[config.mk]
export PLATFORM = sky130hd
export DESIGN_NAME = lead_one_finder
export DESIGN_NICKNAME = d
export VERILOG_FILES = /design/src/rtl/lead_one_finder.sv
export SDC_FILE = /design/constraint.sdc
export NUM_CORES = 1
export LEC_CHECK = 0
export CORE_UTILIZATION = 49
export DETAILED_ROUTE_END_ITERATION = 16
export GPL_ROUTABILITY_DRIVEN = 0
export GPL_TIMING_DRIVEN = 0
export PLACE_DENSITY_LB_ADDON = 0.15
export SLEW_MARGIN = 20
export SYNTH_ARGS = -nofsm -noshare
export SYNTH_HDL_FRONTEND = slang
export SYNTH_SLANG_ARGS = --single-unit
[constraint.sdc]
create_clock -name clk -period 2.02 [get_ports clk]
set_clock_uncertainty 0.15 [all_clocks]
set_input_delay 0.404 -clock clk [delete_from_list [all_inputs] [get_ports clk]]
set_output_delay 0.404 -clock clk [all_outputs]
set_load 0.01 [all_outputs]
[src/rtl/lead_one_finder.sv]
// lead_one_finder: two-stage pipeline that turns a signed mantissa sum into
// sign + magnitude, finds the index of the magnitude's leading one and passes
// the exponent through. Valid/ready on both sides; back-pressure stalls both
// stages in place (no skid buffer, in_ready is combinational from out_ready).
//
// Stage 1 registers the absolute value plus a per-group summary
// (group non-zero flag and in-group leading-one offset). Stage 2 picks the
// highest non-zero group and combines it with that group's offset.
//
// Optional build macro: LOF_ZERO_FLUSH_EN
//   defined   - a zero-magnitude beat leaves with exp_max = 0 and out_sign = 0
//   undefined - zero beats keep their exponent and sign; only out_zero flags them
module lead_one_finder #(
    parameter int MANT_W = 50,
    parameter int POS_W  = 6,
    parameter int EXP_W  = 8,
    parameter int GRP_W  = 5
) (
    input  logic              clk,
    input  logic              rst_n,
    input  logic              in_valid,
    output logic              in_ready,
    input  logic [MANT_W-1:0] in_mant,
    input  logic [EXP_W-1:0]  in_exp,
    output logic              out_valid,
    input  logic              out_ready,
    output logic              out_sign,
    output logic [MANT_W-1:0] unsign_mant,
    output logic [POS_W-1:0]  leading_pos,
    output logic [EXP_W-1:0]  exp_max,
    output logic              out_zero
);

    localparam int NGRP  = MANT_W / GRP_W;
    localparam int OFF_W = (GRP_W > 1) ? $clog2(GRP_W) : 1;

    logic                       v1;
    logic                       v2;
    logic                       s1_load;
    logic                       s2_load;

    logic [MANT_W-1:0]          mag_c;
    logic [NGRP-1:0]            nz_c;
    logic [NGRP-1:0][OFF_W-1:0] off_c;

    logic                       sign_r;
    logic [MANT_W-1:0]          mag_r;
    logic [EXP_W-1:0]           exp_r;
    logic [NGRP-1:0]            nz_r;
    logic [NGRP-1:0][OFF_W-1:0] off_r;

    logic [POS_W-1:0]           lp_c;
    logic                       zero_c;
    logic                       sign_c;
    logic [EXP_W-1:0]           exp_c;

    // Each stage advances when it is empty or the stage after it is moving.
    assign s2_load   = !v2 || out_ready;
    assign s1_load   = !v1 || s2_load;
    assign in_ready  = s1_load;
    assign out_valid = v2;

    // Absolute value (the most negative input wraps to itself, which is the
    // correct unsigned magnitude) and the per-group leading-one summary.
    always_comb begin
        mag_c = in_mant[MANT_W-1] ? (~in_mant + MANT_W'(1)) : in_mant;
        nz_c  = '0;
        off_c = '0;
        for (int g = 0; g < NGRP; g++) begin
            nz_c[g] = |mag_c[g*GRP_W +: GRP_W];
            for (int i = 0; i < GRP_W; i++) begin
                if (mag_c[g*GRP_W + i]) begin
                    off_c[g] = OFF_W'(i);
                end
            end
        end
    end

    // Stage 1 register: valid bit follows the input handshake, data only on accept.
    always_ff @(posedge clk or negedge rst_n) begin
        if (!rst_n) begin
            v1     <= 1'b0;
            sign_r <= 1'b0;
            mag_r  <= '0;
            exp_r  <= '0;
            nz_r   <= '0;
            off_r  <= '0;
        end else if (s1_load) begin
            v1 <= in_valid;
            if (in_valid) begin
                sign_r <= in_mant[MANT_W-1];
                mag_r  <= mag_c;
                exp_r  <= in_exp;
                nz_r   <= nz_c;
                off_r  <= off_c;
            end
        end
    end

    // Highest non-zero group wins; ascending scan so later hits override.
    always_comb begin
        lp_c   = '0;
        zero_c = 1'b1;
        for (int g = 0; g < NGRP; g++) begin
            if (nz_r[g]) begin
                lp_c   = POS_W'(g*GRP_W) + POS_W'(off_r[g]);
                zero_c = 1'b0;
            end
        end
    end

`ifdef LOF_ZERO_FLUSH_EN
    // A zero result always leaves as +0 with a cleared exponent.
    assign sign_c = sign_r & ~zero_c;
    assign exp_c  = zero_c ? '0 : exp_r;
`else
    assign sign_c = sign_r;
    assign exp_c  = exp_r;
`endif

    // Stage 2 register: drives the outputs directly; holds while stalled.
    always_ff @(posedge clk or negedge rst_n) begin
        if (!rst_n) begin
            v2          <= 1'b0;
            out_sign    <= 1'b0;
            unsign_mant <= '0;
            leading_pos <= '0;
            exp_max     <= '0;
            out_zero    <= 1'b0;
        end else if (s2_load) begin
            v2 <= v1;
            if (v1) begin
                out_sign    <= sign_c;
                unsign_mant <= mag_r;
                leading_pos <= lp_c;
                exp_max     <= exp_c;
                out_zero    <= zero_c;
            end
        end
    end

endmodule

==> results.toml, run 1 <==
[cts]
clk_root_buffer_cell = "clkbuf_16"
cts.htree.levels = 4
insertion_delay_ns = 0.43
clock_transition_at_the_register_clock_pins_on_the_worst_setup_and_hold_paths_after_cts_ns = 0.06
numCtsBuffers = 17
clock_sinks = 157
cts_buffer_depth = 2
cts_tree = "built"

[synth]
yosysTopAreaCellShare = 0.496
post_synth_design_cell_area_um2 = 7920
syn_area_per_cell_um2 = 10.0
synthDistinctLibCells = 60
seq_area_frac_synth = 0.496
seq_cells_post_synth = 157
synthDominantAreaCellType = "dfrtp_1"
synth.net_count = 862
ys.flop_type = "dfrtp_1"
post_synth_main_area_contributors = "dfrtp_1, mux2_2, nand2_1"
synth_edf_count = 0
synth_cells = 789
synth_warnings = 0
asyncSetResetFlopFracSynth = 1.00

[setup_path]
critical_path_data_required_time_ns = 2.17
crit_fanout = 6
startpoint_type = "input pin"
critPathKind = "input pin to flip-flop"
critical_path.startpoint = "in_mant[10]"
cp_data_arrival_time_ns = 3.11
endpoint_kind = "flip-flop"
r2r_start = "off_r[3]"

[power]
internal_power_mw = 7.35
cellPowerDensity_nw_per_um2 = 866
netSwitchingPower_mw = 2.97
sequentialPowerShare = 0.398
clock_power_share = 0.333
static-leakage-power_nw = 5.13
p_sw_frac = 0.288
combPwrFrac = 0.270
ir_worst_vdd_uv = 630

[timing]
timing_max_transition_violations_final = 0
worst_slack_ns = -0.941
slew_headroom = 0.557
hold_viol_final = 0
fmax_ghz = 0.338
rsz_0062_raised_after_global_routing = "yes"
setup-violations-final = 62
post-route-min-period_ns = 2.96
worst-slew-pin-transition_ns = 0.664
post-route-period-util = 1.47

[drt]
routed_wl_um = 25400
dr.pass1.iters = 7
detailroute.via_count = 7301
ant_nets = 0
detail_route.wl_per_cell_um = 20.3
detailedRoute.firstIterationViolations = 669
drc = 0
vias_per_cell = 5.84

[final_layout]
synthToLayoutAreaGrowth_pct = 50.4
instances_no_fill = 1251
layout.filler_cells = 1065
proportion_of_layout_cells_with_a_drive_suffix_above_1 = 0.364
finalNetCount = 1095
final_cell_utilization_of_the_core = 0.753
insertedDiodeCount = 0

[place]
preCtsSetupSlack_ns = -1.92
port_buffers = 126
dpl.cell_count = 1132
post-dp-hpwl_um = 15000

[floorplanning]
die-area_um2 = 16700
die_h_um = 129
die_width_um = 129
std_cell_rows = 46
start_util = 0.501
design.portCount = 130
placeableCoreArea_um2 = 15800

[hold_path]
worst_hold_startpoint = "in_mant[1]"
holdCritPathClass = "input pin to flip-flop"

[grt]
grt_first_pass_wirelength_um = 36200
pin_count_of_the_biggest_net_entering_global_routing = 102
globalRoute.totalOverflow = 0
first_global_vias = 7049
number_of_antenna_violations_at_the_first_check_in_global_routing = 0
grtUsageTotal = 0.286

[status]
status = "finished with violations"
violations = "negative setup slack"

[job]
drv.max_cap_violation_count = 0
cell usage in the layout (no fill, tap or decap), types with 7 or more instances in the layout:
cell type,n
buf_8,10
xnor2_1,11
clkbuf_1,16
buf_6,33
ha_1,9
xor2_2,14
clkdlybuf4s50_1,85
nand2_1,116
or3_4,8
o41ai_4,9
dfrtp_1,156
a21oi_1,28
clkbuf_2,15
o21ai_2,19
buf_4,73
inv_1,17
a22o_1,13
xor2_1,27
mux2_2,56
nor2_1,28
or4_4,12
o21ai_0,33
clkbuf_16,18
nand2b_1,7
buf_2,12
o31ai_4,13
o21ai_1,26
worst paths after layout:
check                                  end  slack, ns  cells past startpoint
setup reg to reg            leading_pos[1]          0                      7
min in group asynchronous  unsign_mant[42]       0.34                      2
setup / recovery                   nz_r[9]      -0.94                      8
hold / removal                    mag_r[1]       0.16                      3
hold reg to reg                   exp_c[0]       0.32                      2
max in group asynchronous          nz_r[1]       0.51                      3
timing repair:
| action | in CTS | in global routing |
|---|---|---|
| pin swaps | 56 | 64 |
| endpoints found under the hold margin | 56 | 0 |
| setup endpoints to repair | 146 | 103 |
| setup buffers | 55 | 41 |
| hold buffers | 1 | 0 |
| resized for setup | 248 | 166 |
area by class of cell:
cell class              instances  area (um^2)  area share
multi-input cells             561         4640       0.389
well taps                     216          270      0.0227
flip-flops and latches        157         3930       0.330
repair buffers                221         2060       0.173
clock inverters                13          189      0.0159
clock buffers                  19          443      0.0372
plain buffers                  44          315      0.0265
inverters                      20         77.6     0.00651
critical path, stage by stage:
cell and delay (ns):
buf_8 0.09, or4_4 0.56, or4_4 0.60, or4_4 0.55, o31ai_4 0.34, xor2_2 0.25
and3_1 0.21, a32oi_1 0.10
power groups by stage:
stage | clock [mW] | sequential (mW) | combinational (mW)
after detailed placement | 0 | 4.14 | 2.41
after global placement | 0 | 4.13 | 2.36
after CTS | 3.45 | 4.09 | 2.58
after floorplan | 0 | 4.24 | 1.04
after global routing | 3.61 | 4.18 | 2.99
final | 3.43 | 4.10 | 2.78
cell usage after synthesis, types with 8 or more instances:
library cell  instances
nand2_1             123
or3_1                11
ha_1                 11
nor3_1                9
o21ai_0              79
nor2_1               31
mux2_2               57
nand2b_1              8
clkbuf_1             37
and2_1                9
o31ai_1              17
dfrtp_1             157
xor2_1               41
a22o_1               13
a21oi_1              32
xnor2_1              13
o41ai_1               8
inv_1                20
or4_1                12
buf_1                 9
logic make-up (layout without fill, tap and decap cells):
logic type	Yosys count	in the layout	share of synthesized area
xor+xnor	55	55	0.0617
flops	157	157	0.496
fa+ha+maj	11	11	0.0174
simple gates	239	239	0.145
mux	58	58	0.0823
buf+inv	71	317	0.0352
compound gates	198	198	0.163
per-layer routing:
layer  vias to the layer above  wire length [um]  GRT usage
li1                       3270                 -          -
met2                       336             12500      0.469
met3                        86              1610     0.0495
met5                         -                 0          0
met1                      3609             10300      0.372
met4                         0               986      0.127
per-stage QoR:
step | TNS, ns | area (um^2) | power [mW] | hold slack [ns]
final | -37.08 | 11900 | 10.3 | 0.163
after global routing | -39.36 | 11900 | 10.8 | 0.176
after CTS | -32.91 | 11200 | 10.1 | 0.168
after detailed placement | -157.66 | 9730 | 6.55 | 0.200
after global placement | -1084.39 | 9690 | 6.49 | 0.305
after floorplan | -42.32 | 8160 | 5.28 | -0.0416
sequential cells by signal, summed over array words and instances (netlist names):
register and cells:
out_valid 1, out_sign 1, exp_c 8, nz_r 10, leading_pos 6, out_zero 1, exp_max 8, off_r 20
unsign_mant 50, v1 1, sign_c 1, mag_r 50
(Power assumes the default switching activity.)
==> run 2: changes to the inputs <==
--- a/config.mk
+++ b/config.mk
@@ -6,6 +6,7 @@
 export NUM_CORES = 1
 export LEC_CHECK = 0
 export CORE_UTILIZATION = 49
+export CTS_CLUSTER_SIZE = 16
 export DETAILED_ROUTE_END_ITERATION = 16
 export GPL_ROUTABILITY_DRIVEN = 0
 export GPL_TIMING_DRIVEN = 0
==> results of run 2 <==
Same layout as run 1: the final DEF is identical, and so are final timing and power.
